<file path="config.mk">
export PLATFORM = sky130hd
export DESIGN_NAME = fnd_sum_display
export DESIGN_NICKNAME = d
export VERILOG_FILES = /design/src/rtl/fnd_sum_display.sv
export SDC_FILE = /design/constraint.sdc
export NUM_CORES = 1
export LEC_CHECK = 0
export CAP_MARGIN = 20
export CORE_MARGIN = 5
export CORE_UTILIZATION = 56
export CTS_CLUSTER_DIAMETER = 150
export CTS_CLUSTER_SIZE = 16
export DETAILED_ROUTE_END_ITERATION = 8
export HOLD_SLACK_MARGIN = 0.12
export PLACE_DENSITY = 0.79
export SLEW_MARGIN = 20
export SYNTH_ARGS = -nofsm -noshare
export SYNTH_HDL_FRONTEND = slang
export SYNTH_SLANG_ARGS = --single-unit
</file>
<file path="constraint.sdc">
create_clock -name clk -period 4.23 [get_ports clk]
set_input_delay 0.6345 -clock clk [delete_from_list [all_inputs] [get_ports clk]]
set_output_delay 0.6345 -clock clk [all_outputs]
set_load 0.03 [all_outputs]
</file>
<file path="src/rtl/fnd_sum_display.sv">
// Latches the 5-bit adder result and shows it in decimal on a 4-digit common-anode FND.
// Build option: define FND_LZB_EN to blank the tens digit when the value is below 10.
module fnd_sum_display #(
  parameter int SCAN_DIV = 100000
) (
  input  logic       clk,
  input  logic       rst_n,
  input  logic [3:0] sum_in,
  input  logic       cout_in,
  input  logic       load,
  output logic [3:0] fnd_com,
  output logic [7:0] fnd_data
);

  localparam int PW = (SCAN_DIV > 1) ? $clog2(SCAN_DIV) : 1;
  localparam logic [PW-1:0] PRESC_MAX = PW'(SCAN_DIV - 1);

  localparam logic [7:0] SEG_BLANK = 8'hFF;
  localparam logic [7:0] SEG_DASH  = 8'hBF;

  logic [4:0]    val_q;
  logic [PW-1:0] presc;
  logic [1:0]    digit_sel;
  logic          tick;

  logic [1:0]    tens;
  logic [3:0]    ones;
  logic [7:0]    digit_code [4];

  assign tick = (presc == PRESC_MAX);

  always_ff @(posedge clk or negedge rst_n) begin
    if (!rst_n) begin
      val_q     <= '0;
      presc     <= '0;
      digit_sel <= '0;
    end else begin
      if (load) begin
        val_q <= {cout_in, sum_in};
      end
      presc <= tick ? '0 : presc + 1'b1;
      if (tick) begin
        digit_sel <= digit_sel + 2'd1;
      end
    end
  end

  // Constant divide on a 5-bit value folds into a small lookup; no multi-cycle BCD needed.
  function automatic logic [5:0] dec_split(input logic [4:0] v);
    int q;
    int r;
    q = int'(v) / 10;
    r = int'(v) % 10;
    return {2'(q), 4'(r)};
  endfunction

  function automatic logic [7:0] seg_of(input logic [3:0] d);
    logic [7:0] s;
    case (d)
      4'd0:    s = 8'hC0;
      4'd1:    s = 8'hF9;
      4'd2:    s = 8'hA4;
      4'd3:    s = 8'hB0;
      4'd4:    s = 8'h99;
      4'd5:    s = 8'h92;
      4'd6:    s = 8'h82;
      4'd7:    s = 8'hF8;
      4'd8:    s = 8'h80;
      4'd9:    s = 8'h90;
      default: s = SEG_BLANK;
    endcase
    return s;
  endfunction

  assign {tens, ones} = dec_split(val_q);

  assign digit_code[0] = seg_of(ones);
`ifdef FND_LZB_EN
  assign digit_code[1] = (tens == 2'd0) ? SEG_BLANK : seg_of({2'b00, tens});
`else
  assign digit_code[1] = seg_of({2'b00, tens});
`endif
  assign digit_code[2] = SEG_BLANK;
  assign digit_code[3] = val_q[4] ? SEG_DASH : SEG_BLANK;

  // Active-low one-hot-zero digit enables; bit0 drives the rightmost digit.
  genvar gi;
  generate
    for (gi = 0; gi < 4; gi++) begin : g_com
      assign fnd_com[gi] = (digit_sel != 2'(gi));
    end
  endgenerate

  assign fnd_data = digit_code[digit_sel];

endmodule

</file>
==> impl_metrics.json <==
{
  "synth.avg_cell_area_um2": 9.67,
  "grt_pass1_vias": 1389,
  "min_path_type": "in2async",
  "synth_top_cell_area_share_pct": 33.0,
  "viasPerCell": 5.70,
  "crit_required_ns": 3.60,
  "power_uw": 717,
  "place.port_buffers": 18,
  "fin_skew_ns": 0.00461,
  "clock_sinks": 24,
  "layout.nets": 227,
  "fmax_mhz": 254,
  "met1_usage_pct": 22.9,
  "busiest_layer": "met2",
  "setup_violations": 0,
  "htree_levels": 1,
  "ys.warnings.count": 0,
  "ff2ff_path_depth": 3,
  "antenna_cells": 0,
  "netlist_top_cells_area": "dfrtp_1 (33%), ha_1 (8.9%), xnor2_1 (5.3%)",
  "start_util_pct": 59.1,
  "yosys-top-cells-count": "dfrtp_1 (24), nand2_1 (16), inv_1 (14)",
  "grt_overflow": 0,
  "synth-edff-count": 0,
  "track_usage_pct": 17.9,
  "fin_cells": 249,
  "cts-root-buf": "clkbuf_4",
  "grt.met2_usage_pct": 30.6,
  "grt_pass1_wl_mm": 6.22,
  "synth_most_common_cell": "dfrtp_1",
  "clk_path_buf_depth": 2,
  "cts_tree": "done",
  "synthFlopType": "dfrtp_1",
  "die_h_um": 67.0,
  "hpwl_mm": 2.75,
  "postSynthCellCount": 188,
  "std_cell_rows": 20,
  "synth_cell_types": 54,
  "drtIter0Drc": 138,
  "antenna_found_initial": 0,
  "wl_mm": 3.57,
  "synth_seq_area_share_pct": 33.0,
  "met3_usage_pct": 3.37,
  "ant_nets": 0,
  "max_stage_delay_ns": 0.48,
  "fillerInstances": 260,
  "clk_pin_slew_ns": 0.13,
  "fp.coreArea_um2": 3080,
  "cp.arrival_ns": 3.30,
  "cp_max_fo": 8,
  "r2r-end": "digit_sel[0]",
  "areaGrowthSynthToFinish_pct": 13.7,
  "post_cts_resized": 5,
  "maxCapViolations": 0,
  "first_pass_iters": 4,
  "synth-seq-cells": 24,
  "worst_slew_pin_slew_ns": 0.680,
  "cts_buffers": 3,
  "rsz0062_at_grt": "false",
  "dieArea_um2": 4490,
  "power_density_nw_per_um2": 347,
  "crit_start": "val_q[3]",
  "rrSetupSlack_ns": 2.17,
  "wl_per_cell_um": 14.3,
  "hold_buffers": 0,
  "grt_max_degree": 25,
  "slew_headroom_pct": 54.3,
  "finalCritPeriodShare_pct": 93.1,
  "clock_latency_ns": 0.31,
  "timing.setup.tns_ns": 0,
  "gp_congestion": 0.899,
  "drive_gt1_share_pct": 15.1,
  "via_count": 1419,
  "status": "finished, final reports clean",
  "end_kind": "primary output",
  "syn_nets": 209,
  "cp-endpoint": "fnd_data[2]",
  "ios": 20,
  "slowest_stage": "dfrtp_2",
  "worstPathCellList": "inv_1, ha_1, inv_1, ha_1, nand2b_1, a22oi_2, nand2_2, xor2_2, ha_1, inv_1, nor3_1, o32a_1, clkdlybuf4s15_1",
  "crit_type": "reg2out",
  "hold_violations": 0,
  "drc": 0,
  "min_period_ns": 3.94,
  "post_cts_buffers": 0,
  "r2r-start": "presc[5]",
  "irDropWorstVdd_uv": 233,
  "dp_cells": 245,
  "slew_violations": 0,
  "start_kind": "flop",
  "die_x_um": 67.0,
  "async_flop_share_pct": 100,
  "whs_ns": 0.269,
  "p_leak_nw": 0.918,
  "synthesis.area_um2": 1820,
  "synth_area_leader_cell": "dfrtp_1"
}
==> metrics by stage <==
| step | utilization, % | setup slack [ns] | instance area (um^2) |
|---|---|---|---|
| CTS | 67.0 | 0.0396 | 2060 |
| global placement | 65.2 | 0.351 | 2010 |
| floorplan | - | 0.638 | 1820 |
| finish | 67.2 | 0.294 | 2070 |
| detailed placement | 65.2 | 0.194 | 2010 |
| global route | 67.2 | 0.0268 | 2070 |
==> cell type report <==
type	count	area, um^2	share of cell area [%]
inverters	14	52.6	2.54
flip-flops and latches	24	602	29.1
clock inverters	1	30.0	1.45
multi-input cells	143	1110	53.9
repair buffers	20	190	9.20
clock buffers	3	22.5	1.09
well taps	44	55.1	2.66
==> power breakdown <==
part | internal [mW] | leakage, nW | switching [mW]
logic | 0.122 | 0.580 | 0.189
registers | 0.234 | 0.310 | 0.00901
clock network | 0.0958 | 0.0279 | 0.0671
==> flip-flops by register name, indices dropped and copies added, names as in the netlist <==
signal,flops
val_q,5
digit_sel,2
presc,17
==> critical path: cells and delay by family (launching register included) <==
kind	cells	cell delay, ns
AO/OA/AOI/OAI	2	0.52
XOR/XNOR	1	0.23
adder cells (fa/ha/maj)	3	0.63
buffers and inverters	4	0.57
flip-flops	1	0.48
AND/OR/NAND/NOR	3	0.56
==> cell families after synthesis <==
logic type | after synthesis | synth area share [%]
AO/OA/AOI/OAI | 43 | 18.3
XOR/XNOR | 19 | 9.98
adder cells (fa/ha/maj) | 13 | 8.95
buffers and inverters | 21 | 6.19
flip-flops | 24 | 33.0
multiplexers | 2 | 1.24
other | 1 | 0.206
AND/OR/NAND/NOR | 65 | 22.1
==> worst min path at each step <==
stage	startpoint	endpoint	slack [ns]	depth (start not counted)
after floorplan	rst_n	digit_sel[0]	0.34	0
after global placement	presc[4]	presc[4]	0.45	1
after detailed placement	presc[4]	presc[4]	0.46	1
after CTS	presc[4]	presc[4]	0.48	1
after global routing	rst_n	presc[12]	0.28	1
final	rst_n	presc[12]	0.27	1
==> layer usage <==
metal / routed length [um] / vias up
met2: 1700 / 55
li1: - / 684
met3: 211 / 10
met4: 60 / 0
met1: 1600 / 670
met5: 0 / -
==> cell usage in the layout (no fill, tap or decap), types with 6 or more instances in the layout <==
| cell type | instances |
|---|---|
| nor2_1 | 11 |
| ha_1 | 13 |
| a21oi_1 | 13 |
| xnor2_1 | 11 |
| o21ai_0 | 7 |
| nand3_1 | 6 |
| dfrtp_1 | 23 |
| nand2_1 | 15 |
| clkdlybuf4s50_1 | 10 |
| inv_1 | 14 |
Note: power is estimated with default switching activity, not from simulation.
